**src/rtl/button_debouncer_pkg.sv**
```systemverilog
// Shared constants and helpers for the push-button debouncer.
package button_debouncer_pkg;

    // Default number of consecutive 1 ms samples a new value must hold.
    localparam int DEFAULT_STABLE_TICKS = 20;

    // Raw pin polarity selectors for BTN_ACTIVE_LOW.
    localparam bit POL_ACTIVE_LOW  = 1'b1;
    localparam bit POL_ACTIVE_HIGH = 1'b0;

    // Counter width: clog2 of the tick count, never narrower than one bit.
    function automatic int cnt_width(input int ticks);
        return (ticks <= 1) ? 1 : $clog2(ticks);
    endfunction

    // Raw pin value seen while the button is not pressed.
    function automatic logic released_raw(input bit active_low);
        return (active_low == POL_ACTIVE_LOW) ? 1'b1 : 1'b0;
    endfunction

endpackage

```
**src/rtl/button_debouncer_channel.sv**
```systemverilog
// One debounced button: input synchronizer, stability counter, level and pulses.
module debounce_channel
    import button_debouncer_pkg::*;
#(
    parameter int STABLE_TICKS   = DEFAULT_STABLE_TICKS,
    parameter bit BTN_ACTIVE_LOW = POL_ACTIVE_LOW
) (
    input  logic clk,
    input  logic rst_n,
    input  logic sample_en,
    input  logic btn_raw,
    output logic level,
    output logic press,
    output logic rel
);

    localparam int            CW       = cnt_width(STABLE_TICKS);
    localparam logic [CW-1:0] TERM     = CW'(STABLE_TICKS - 1);
    localparam logic [CW-1:0] ONE      = CW'(1);
    localparam logic          RELEASED = released_raw(BTN_ACTIVE_LOW);

    logic          sync1_q, sync1_d;
    logic          sync2_q, sync2_d;
    logic [CW-1:0] cnt_q, cnt_d;
    logic          level_q, level_d;
    logic          press_q, press_d;
    logic          rel_q, rel_d;
    logic          sample_norm;

    // Synchronizer next state and pressed-high normalization of the sampled pin.
    always_comb begin
        sync1_d     = btn_raw;
        sync2_d     = sync1_q;
        sample_norm = BTN_ACTIVE_LOW ? ~sync2_q : sync2_q;
    end

    // Two-flop synchronizer; resets to the released pin value so no press appears after reset.
    always_ff @(posedge clk or negedge rst_n) begin
        if (!rst_n) begin
            sync1_q <= RELEASED;
            sync2_q <= RELEASED;
        end else begin
            sync1_q <= sync1_d;
            sync2_q <= sync2_d;
        end
    end

    // Stability counter: only a full run of differing samples moves the level.
    always_comb begin
        cnt_d   = cnt_q;
        level_d = level_q;
        press_d = 1'b0;
        rel_d   = 1'b0;
        if (sample_en) begin
            if (sample_norm == level_q) begin
                cnt_d = '0;
            end else if (cnt_q == TERM) begin
                level_d = sample_norm;
                cnt_d   = '0;
                press_d = sample_norm;
                rel_d   = ~sample_norm;
            end else begin
                cnt_d = cnt_q + ONE;
            end
        end
    end

    // Counter, level and pulse registers; pulses land in the same cycle as the level change.
    always_ff @(posedge clk or negedge rst_n) begin
        if (!rst_n) begin
            cnt_q   <= '0;
            level_q <= 1'b0;
            press_q <= 1'b0;
            rel_q   <= 1'b0;
        end else begin
            cnt_q   <= cnt_d;
            level_q <= level_d;
            press_q <= press_d;
            rel_q   <= rel_d;
        end
    end

    assign level = level_q;
    assign press = press_q;
    assign rel   = rel_q;

endmodule

```
**src/rtl/button_debouncer.sv**
```systemverilog
// Multi-channel button debouncer sampled by the synchronized 1 kHz divided clock.
module button_debouncer
    import button_debouncer_pkg::*;
#(
    parameter int NUM_BTN        = 4,
    parameter int STABLE_TICKS   = DEFAULT_STABLE_TICKS,
    parameter bit BTN_ACTIVE_LOW = POL_ACTIVE_LOW
) (
    input  logic               db_clk_in,
    input  logic               db_rst_n_in,
    input  logic               db_tick_clk_in,
    input  logic [NUM_BTN-1:0] db_btn_in,
    output logic               db_sample_out,
    output logic [NUM_BTN-1:0] db_btn_level_out,
    output logic [NUM_BTN-1:0] db_btn_press_out,
    output logic [NUM_BTN-1:0] db_btn_release_out
);

    logic tick_sync1_q, tick_sync1_d;
    logic tick_sync2_q, tick_sync2_d;
    logic tick_hist_q, tick_hist_d;
    logic sample_q, sample_d;

    // Tick synchronizer chain and rising-edge detect; hist trails sync2 so the strobe is one cycle wide.
    always_comb begin
        tick_sync1_d = db_tick_clk_in;
        tick_sync2_d = tick_sync1_q;
        tick_hist_d  = tick_sync2_q;
        sample_d     = tick_sync2_q & ~tick_hist_q;
    end

    // Tick synchronizer, history and registered sample strobe.
    always_ff @(posedge db_clk_in or negedge db_rst_n_in) begin
        if (!db_rst_n_in) begin
            tick_sync1_q <= 1'b0;
            tick_sync2_q <= 1'b0;
            tick_hist_q  <= 1'b0;
            sample_q     <= 1'b0;
        end else begin
            tick_sync1_q <= tick_sync1_d;
            tick_sync2_q <= tick_sync2_d;
            tick_hist_q  <= tick_hist_d;
            sample_q     <= sample_d;
        end
    end

    assign db_sample_out = sample_q;

    // One independent debounce channel per button, all sharing the sample strobe.
    for (genvar g = 0; g < NUM_BTN; g++) begin : g_ch
        debounce_channel #(
            .STABLE_TICKS  (STABLE_TICKS),
            .BTN_ACTIVE_LOW(BTN_ACTIVE_LOW)
        ) u_ch (
            .clk      (db_clk_in),
            .rst_n    (db_rst_n_in),
            .sample_en(sample_q),
            .btn_raw  (db_btn_in[g]),
            .level    (db_btn_level_out[g]),
            .press    (db_btn_press_out[g]),
            .rel      (db_btn_release_out[g])
        );
    end

endmodule
```
**config.mk**
```make
export PLATFORM = sky130hd
export DESIGN_NAME = button_debouncer
export DESIGN_NICKNAME = d
export VERILOG_FILES = /design/src/rtl/button_debouncer_pkg.sv /design/src/rtl/button_debouncer_channel.sv /design/src/rtl/button_debouncer.sv
export SDC_FILE = /design/constraint.sdc
export NUM_CORES = 1
export LEC_CHECK = 0
export CORE_MARGIN = 8
export CORE_UTILIZATION = 30
export DETAILED_ROUTE_END_ITERATION = 8
export PLACE_DENSITY = 0.45
export SLEW_MARGIN = 25
export SYNTH_ARGS = -nofsm -noshare
export SYNTH_HDL_FRONTEND = slang
export SYNTH_HIERARCHICAL = 1
export SYNTH_SLANG_ARGS = --single-unit
```
**constraint.sdc**
```tcl
create_clock -name db_clk_in -period 1.9 [get_ports db_clk_in]
set_clock_uncertainty 0.05 [all_clocks]
set_input_delay 0.38 -clock db_clk_in [delete_from_list [all_inputs] [get_ports db_clk_in]]
set_output_delay 0.38 -clock db_clk_in [all_outputs]
set_load 0.01 [all_outputs]
```
==> impl_metrics.json <==
{
  "start_util_pct": 31.17,
  "vdd_drop_max_v": 0.0003202,
  "cp-end-kind": "output pin",
  "yosys_warnings": 6,
  "drv_cap": 0,
  "synth_commonest_cells": "dfrtp_1 (36), inv_1 (16), nand2b_1 (16), nand2_1 (12), o21ai_0 (12)",
  "ant_nets": 0,
  "crit_family": "buffers and inverters",
  "slowest_delay_ps": 580,
  "worst_slew_pin_slew_ps": 468.0,
  "drc_errors": 0,
  "drt_wl_total_um": 3587,
  "die_area_mm2": 0.009498,
  "top_level_ports": 20,
  "wire_per_inst_um": 12.81,
  "netlist_instances": 177,
  "finalMaxSlewViolations": 0,
  "ys_ff_latch": 44,
  "grt_pass1_vias": 1404,
  "synth_most_common_cell": "dfrtp_1",
  "async_flop_share_pct": 100.0,
  "fp.dieH_um": 97.46,
  "required_ps": 1470,
  "start_kind": "register",
  "r2r_slack_ps": 500,
  "cts.sinks": 44,
  "numCtsBuffers": 5,
  "crit_end": "db_btn_level_out[2]",
  "layout.nets": 213,
  "worstRegToRegCells": 4,
  "cts-root-buf": "clkbuf_8",
  "dr_total_vias": 1359,
  "period_share_pct": 92.38,
  "synth_nets": 188,
  "ys.flop_type": "dfrtp_1",
  "leakage_nw": 0.9789,
  "synth-edff-count": 0,
  "synth.distinct_cells": 25,
  "path_clk_slew_ps": 90,
  "clkLatencyLatePin_ps": 290,
  "syn_to_final_growth_pct": 19.30,
  "cts_tree": "done",
  "reg2reg_from": "g_ch[3].u_ch/cnt_q[0]$_DFFE_PN0P_",
  "synth_top_cell_by_area": "dfrtp_1",
  "post-route-min-period_ps": 1755,
  "drtIter0Drc": 76,
  "routabilityCongestion": 0.7875,
  "fmax_mhz": 569.7,
  "slowest_stage": "clkdlybuf4s50_1",
  "crit_cells": 1,
  "postLayoutCellArea_mm2": 0.002375,
  "synth_top_area_share_pct": 45.25,
  "rsz0062_at_grt": "no",
  "critPathMaxFanout": 6,
  "rows": 29,
  "worstSetupStartpoint": "g_ch[2].u_ch/level$_DFFE_PN0P_",
  "r2r-end": "g_ch[3].u_ch/level$_DFFE_PN0P_",
  "antenna_found_initial": 0,
  "diodes": 0,
  "power.density_mw_per_mm2": 748.4,
  "path_cells": "clkdlybuf4s50_1",
  "portBuffers": 19,
  "cp_data_arrival_time_ps": 1330,
  "seq_area_frac_synth_pct": 55.81,
  "drive_gt1_share_pct": 11.33,
  "overflow": 0,
  "grtUsageTotal_pct": 8.216,
  "dieWidth_um": 97.46,
  "fillers": 626,
  "critPathBufInv": 1,
  "hold_class": "reg2reg",
  "dp_hpwl_um": 2592,
  "status": "complete, no violations",
  "coreArea_mm2": 0.006386,
  "dpl_cell_area_mm2": 0.002280,
  "critPathKind": "reg2out",
  "tns_ps": 0,
  "syn_area_mm2": 0.001991,
  "drtPass1Iterations": 4,
  "htreeDepth": 2,
  "grt_pass1_wl_um": 6568,
  "grt_max_degree": 41,
  "synth.area.top_cells": "dfrtp_1 (45%), dfstp_2 (11%), nand2b_1 (5.0%), o21ai_0 (3.0%), inv_1 (3.0%)",
  "setup_violations": 0,
  "viasPerCell": 4.854,
  "hold_violations": 0,
  "slew_headroom_pct": 68.58,
  "avgSynthCellArea_um2": 11.25,
  "clk_path_buf_depth": 2
}
routing by layer:
layer | part of all wire, % | up-vias | GRT usage [%]
met5 | 0 | - | 0
met4 | 0.86 | 0 | 2.797
met3 | 4.5 | 2 | 2.845
met2 | 50 | 20 | 14.49
met1 | 45 | 665 | 8.886
li1 | - | 672 | -
logic make-up after synthesis:
kind of cell	share of synthesized area (%)
buffers and inverters	4.023
DFF	55.81
muxes	2.011
and+or+nand+nor	17.28
adders and majority gates	2.514
AOI/OAI and AO/OA	14.83
xor gates and xnor gates	3.519
timing repair:
action | 4_1_cts | 5_1_grt
hold buffers | 1 | 0
gates resized for setup | 0 | 0
buffers inserted | 0 | 0
endpoints found under the hold margin | 13 | 0
through the flow:
step,cells,power (W),utilization (%),hold slack (ps),setup WS (ps)
2_1_floorplan,177,0.001163,-,34.41,651.2
3_3_place_gp,271,0.001224,35.70,291.3,474.1
3_5_place_dp,271,0.001234,35.70,289.7,449.0
6_report,280,0.001777,37.19,307.7,144.8
5_1_grt,280,0.001885,37.19,314.3,73.41
4_1_cts,280,0.001814,37.19,309.4,123.2
cell type report:
type                            count  area, um2  share of cell area (%)
Inverter                           16      60.06                   2.529
Clock inverter                      2      12.51                  0.5269
Tap cell                           77      96.34                   4.057
Multi-Input combinational cell    113      799.5                   33.67
Clock buffer                        6      72.57                   3.056
Timing Repair Buffer               22      222.7                   9.378
Sequential cell                    44       1111                   46.79
flip-flops by register name, summed over array words and instances, names as in the netlist:
signal and count:
g_ch.u_ch/sync2_q 4, tick_hist_q 1, tick_hist_d 1, g_ch.u_ch/sync1_q 4, g_ch.u_ch/press 4, db_sample_out 1, g_ch.u_ch/level 4, g_ch.u_ch/cnt_q 20
g_ch.u_ch/rel 4, tick_sync1_q 1
how the worst min path moves through the flow:
stage	end	slack, ps	depth (start not counted)	from
2_1_floorplan	db_sample_out$_DFF_PN0_	30	0	db_rst_n_in
5_1_grt	g_ch[3].u_ch/sync2_q$_DFF_PN1_	310	0	g_ch[3].u_ch/sync1_q$_DFF_PN1_
3_3_place_gp	tick_hist_d$_DFF_PN0_	290	0	tick_sync1_q$_DFF_PN0_
6_report	tick_hist_d$_DFF_PN0_	310	0	tick_sync1_q$_DFF_PN0_
4_1_cts	g_ch[3].u_ch/sync2_q$_DFF_PN1_	310	0	g_ch[3].u_ch/sync1_q$_DFF_PN1_
3_5_place_dp	tick_hist_d$_DFF_PN0_	290	0	tick_sync1_q$_DFF_PN0_
placed cells by master, fill, tap and decap left out, types with 5 or more instances in the layout:
master / synthesis / layout
nand2_1: 12 / 12
clkdlybuf4s50_1: 0 / 18
dfrtp_1: 36 / 36
clkbuf_8: 0 / 5
dfstp_2: 8 / 8
inv_1: 16 / 16
o21ai_0: 12 / 12
nand3_1: 8 / 8
nand2b_1: 16 / 16
power breakdown:
group	leakage [nW]	switching [W]	internal, W	total [W]
Combinational	0.367	0.0000852	0.0000789	0.000164
Clock	0.0412	0.000307	0.000257	0.000564
Sequential	0.571	0.0000540	0.000995	0.00105
Total	0.979	0.000446	0.00133	0.00178
Note: power is estimated with default switching activity, not from simulation.
